`config.mk`:
```
export PLATFORM = sky130hd
export DESIGN_NAME = counter_prescaler
export DESIGN_NICKNAME = d
export VERILOG_FILES = /design/src/rtl/counter_prescaler.sv
export SDC_FILE = /design/constraint.sdc
export NUM_CORES = 1
export LEC_CHECK = 0
export CORE_ASPECT_RATIO = 1.2
export CORE_MARGIN = 1
export CORE_UTILIZATION = 31
export CTS_CLUSTER_SIZE = 28
export DETAILED_ROUTE_END_ITERATION = 10
export GPL_TIMING_DRIVEN = 0
export SLEW_MARGIN = 40
export SYNTH_ARGS = -nofsm -noshare
export SYNTH_HDL_FRONTEND = slang
export SYNTH_SLANG_ARGS = --single-unit
```
`constraint.sdc`:
```
create_clock -name clk -period 3.7 [get_ports clk]
set_input_delay 0.74 -clock clk [delete_from_list [all_inputs] [get_ports clk]]
set_output_delay 0.74 -clock clk [all_outputs]
set_load 0.01 [all_outputs]
```
`src/rtl/counter_prescaler.sv`:
```
// Programmable modulo up/down counter with load and wrap tick.
// Define COUNTER_PRESCALER_TICK_EN to build the tick register.
module counter_prescaler #(
  parameter int unsigned N = 23,
  parameter int unsigned M = 2
) (
  input  logic         clk,
  input  logic         rst,
  input  logic         en,
  input  logic         dir,
  input  logic         load,
  input  logic [N-1:0] load_val,
  input  logic [N-1:0] max,
  output logic [N-1:0] count,
  output logic [M-1:0] msbs,
  output logic         tick
);

  logic [N-1:0] count_q, count_d;

  always_comb begin
    count_d = count_q;
    if (load) begin
      count_d = load_val;
    end else if (en) begin
      if (!dir) begin
        if (count_q >= max) begin
          count_d = '0;
        end else begin
          count_d = count_q + 1'b1;
        end
      end else begin
        // An out-of-range count snaps to max without wrapping.
        if (count_q == '0) begin
          count_d = max;
        end else if (count_q > max) begin
          count_d = max;
        end else begin
          count_d = count_q - 1'b1;
        end
      end
    end
  end

  always_ff @(posedge clk) begin
    if (rst) begin
      count_q <= '0;
    end else begin
      count_q <= count_d;
    end
  end

  assign count = count_q;
  assign msbs  = count_q[N-1 -: M];

`ifdef COUNTER_PRESCALER_TICK_EN
  logic tick_q, tick_d;

  always_comb begin
    tick_d = 1'b0;
    if (!load && en) begin
      if (!dir) begin
        tick_d = (count_q >= max);
      end else begin
        tick_d = (count_q == '0);
      end
    end
  end

  always_ff @(posedge clk) begin
    if (rst) begin
      tick_q <= 1'b0;
    end else begin
      tick_q <= tick_d;
    end
  end

  assign tick = tick_q;
`else
  assign tick = 1'b0;
`endif

endmodule
```
; Word level (Yosys, flattened, before mapping)
; Index checks and enable logic that the tools add are counted.
[totals]
in_bits = 51
regBits = 23
wordCells = 13
out_inout_bits = 26
[op_classes]
n_lt_le_gt_ge = 2
n_reduce_logical = 2
muxes = 6
addsub = 2
[ops]
columns = operator, count
row1 = $mux 23, 6
row2 = $add 23x1->23 const B, 1
row3 = $ge 23x23->1, 1
row4 = $gt 23x23->1, 1
row5 = $logic_not 23->1, 1
row6 = $sub 23x1->23 const B, 1
row7 = $reduce_bool 2->1, 1

; Depth between registers and ports, before layout
[logic_depth]
word_depth = 6
mapped_depth = 10
mapped_depth_nobuf = 9

; Worst setup path before layout
; OpenSTA, ideal clock, no wires.
[synth_path]
path_kind = input to register
start = input port max[18]
end = register count_q[18], in the netlist count[18]
required_time_ps = 3580
arrival_time_ps = 2946
path_stages = 10
path_slack_ps = 635
setup_ps = 120
cell_sequence = inv_1 -> ha_1 -> nand4_1 -> or4_4 -> or3_1 -> a21boi_4 -> buf_6 -> nor4b_2 -> nor3_1 -> a211o_1
[synth_via]
elab_chain_cells = 6
word_cells_on_any_way = 8
classes_between = 2 x order compare / 6 x mux
[synth_lines]
columns = item, line
row1 = from (decl), 13  ; input logic [N-1:0] max,
row2 = $gt 23x23->1, 36  ; end else if (count_q > max) begin
row3 = $mux 23, 36
row4 = $mux 23, 34  ; if (count_q == '0) begin
row5 = $mux 23 (*), 26  ; if (!dir) begin
row6 = $mux 23 (*), 25  ; end else if (en) begin
row7 = $mux 23 (*), 23  ; if (load) begin
row8 = to (signal assigned), 49  ; count_q <= count_d;
row9 = to (decl), 19  ; logic [N-1:0] count_q, count_d;
; Mark *: on every way between the ends. The rest lies on a longest branch, timed or not. The select of a mux whose other input is x is not followed.
; A chain may end at the register's enable or synchronous reset.

; Final worst setup path
[layout_path]
start = input port max[22]
end = register count_q[5], in the netlist count[5]
; The elaborated chain is that of the path after synthesis.

==> reports/metrics.cfg <==
[timing]
skew_ns=0.00375
setup_viol=0
maxSlewViolCount=0
period_share_pct=98.1
tightestPinTransition_ns=0.750
holdWs_ns=0.636
hold_viol=0
period_needed_ns=3.63
fmax_ghz=0.275
slew_headroom_pct=49.5

[setup_path]
crit_path_max_fanout=10
arrival_ns=3.81
worstPathRequired_ns=3.88
startpoint_type=input pin
worstSetupEndpointType=flip-flop
setup.worst_path.class=input pin to flip-flop

[global_route]
grt_pass1_wl_um=19300
grt_pass1_vias=3519
grt_use_total_pct=24.2
overflow=0
grt_start_max_net_pins=14
antenna_found_initial=0

[cells_and_area]
fill_cells=1016
seq_area_um2=460
layout_common_cells=clkdlybuf4s50_1 (74), o21ai_0 (40), inv_1 (38)
diodes=0
final_cells=640
largest_reg_flops=23
drive_gt1_share_pct=10.3
layout.nets=594
area_growth_syn_to_layout_pct=34.6
multiInputGateArea_mm2=0.00230
layout_commonest_cell=clkdlybuf4s50_1

[routing]
firstDrtPassIters=5
wl_per_cell_um=19.9
totalWireLength_um=12700
vias=3738
viasPerCell=5.84
ant_nets=0
drc=0
drt-initial-drc-count=334

[floorplan]
dieArea_mm2=0.0103
initial_core_util_pct=32.1
fp.dieH_um=111
io-pin-count=77
die_x_um=92.8
rows=39
core_area_mm2=0.00956

[yosys]
synth.distinct_cells=60
yosys_warnings=0
synth_edf_count=0
syn_nets=509
synth_area_leaders=dfxtp_1 (15%), ha_1 (10%), o21ai_0 (6.5%), inv_1 (4.7%), o211ai_1 (4.2%)
synth_top_area_share_pct=15.0
ys.flop_type=dfxtp_1
syn_area_per_cell_um2=7.08
synth_seq_area_share_pct=15.0
synth_seq_cells=23
synthesis.area_mm2=0.00307
synth_area_leader_cell=dfxtp_1
async_flop_share_pct=0
synthCells=433

[power_and_ir_drop]
clkPwrFrac_pct=24.1
p_seq_share_pct=27.7
p_sw_share_pct=40.9
internal-power_uw=656
p_comb_share_pct=48.2
power.switching_uw=454
p_leak_uw=0.00162
pwr_density_cell_mw_per_mm2=269
total_power_uw=1110
peakVddDrop_uv=158

[hold_path]
hold_path_class=flip-flop to flip-flop

[cts]
cts_tree=built
htree_levels=1
path_clk_slew_ns=0.08
holdBufCountCts=0
clockRootBuffer=clkbuf_16
cts_buffer_depth=2
cts_sinks=23
cts_buffers=3
insertion_delay_ns=0.27

[outcome]
run_status=completed

[place]
dp_cells=630
io_buffer_count=74
gp_congestion=0.983
dp_hpwl_um=9280

[job]
cap_violations=0

## synthesized netlist by cell type, drive strengths merged (2+ instances only)
master and n:
a211oi 3, nand2 26, nor3 16, or4 5, a21oi 25, o31ai 4, o21ai 48, a221oi 14
buf 15, a31oi 9, nand4 12, ha 25, nand3b 3, and2 2, nand3 24, o211ai 17
nor4 9, dfxtp 23, and3 6, inv 38, xor2 7, or3 6, nor2 28, a31o 3
nor2b 7, o2bb2ai 2, clkbuf 21, nor4b 3, xnor2 11, a311oi 2
## timing repair
item,CTS,global route
pin swaps,1,5
resized for setup,3,10
buffers inserted,1,5
cloned,0,0
setup endpoints to repair,19,17
## routing by layer
metal  GRT usage [%]  part of all wire [%]  vias up
met4            9.64                   3.5        0
li1                -                     -     1777
met3            3.36                   7.6       36
met5               0                     0        -
met2            38.8                    46      182
met1            32.5                    42     1743
## area by class of cell
| cell class | instances | share of cell area (%) |
|---|---|---|
| plain buffers | 36 | 5.06 |
| clock buffers | 3 | 1.82 |
| clock inverters | 1 | 0.121 |
| inverters | 38 | 3.46 |
| multi-input cells | 336 | 55.6 |
| flip-flops and latches | 23 | 11.2 |
| well taps | 123 | 3.73 |
| repair buffers | 80 | 19.0 |
## path summary, 6_finish.rpt
check             startpoint        end  slack (ns)  cells past startpoint
setup / recovery     max[22]   count[5]        0.07                     12
setup reg to reg    count[0]   count[0]        0.37                     10
hold reg to reg    count[14]  count[14]        0.64                      2
hold / removal     count[14]  count[14]        0.64                      2
## through the flow
step	setup TNS (ns)	setup slack [ns]	instance area, um^2	util (%)
floorplan	0	0.635	3070	-
global placement	-9.83	-0.615	3960	41.4
detailed placement	-9.96	-0.633	3960	41.4
CTS	0	0.0124	4050	42.4
global route	-0.00216	-0.00216	4130	43.2
finish	0	0.0695	4130	43.2
## cells by family (layout without fill, tap and decap cells)
family	Yosys count	after routing	synth area share, %
buf+inv	74	158	11.1
other cells	1	1	0.122
simple gates	151	151	26.9
compound gates	140	140	31.3
fa+ha+maj	25	25	10.2
flops	23	23	15.0
xor+xnor	18	18	5.14
mux	1	1	0.326
## worst max-delay path: stages
cell	delay [ns]
clkdlybuf4s50_1	0.51
inv_1	0.06
ha_1	0.36
nand4_1	0.19
buf_4	0.14
nor2_1	0.04
a221oi_2	0.39
nand4_1	0.35
nor2_1	0.27
clkbuf_2	0.37
a31oi_1	0.14
a311oi_1	0.26
## power groups by stage
stage,combinational (uW),sequential [uW],clock (uW)
floorplan,295,311,0
global placement,501,312,0
detailed placement,507,312,0
CTS,512,307,267
global route,576,311,275
finish,535,307,268
No activity file was read; power rests on OpenSTA's default activity.
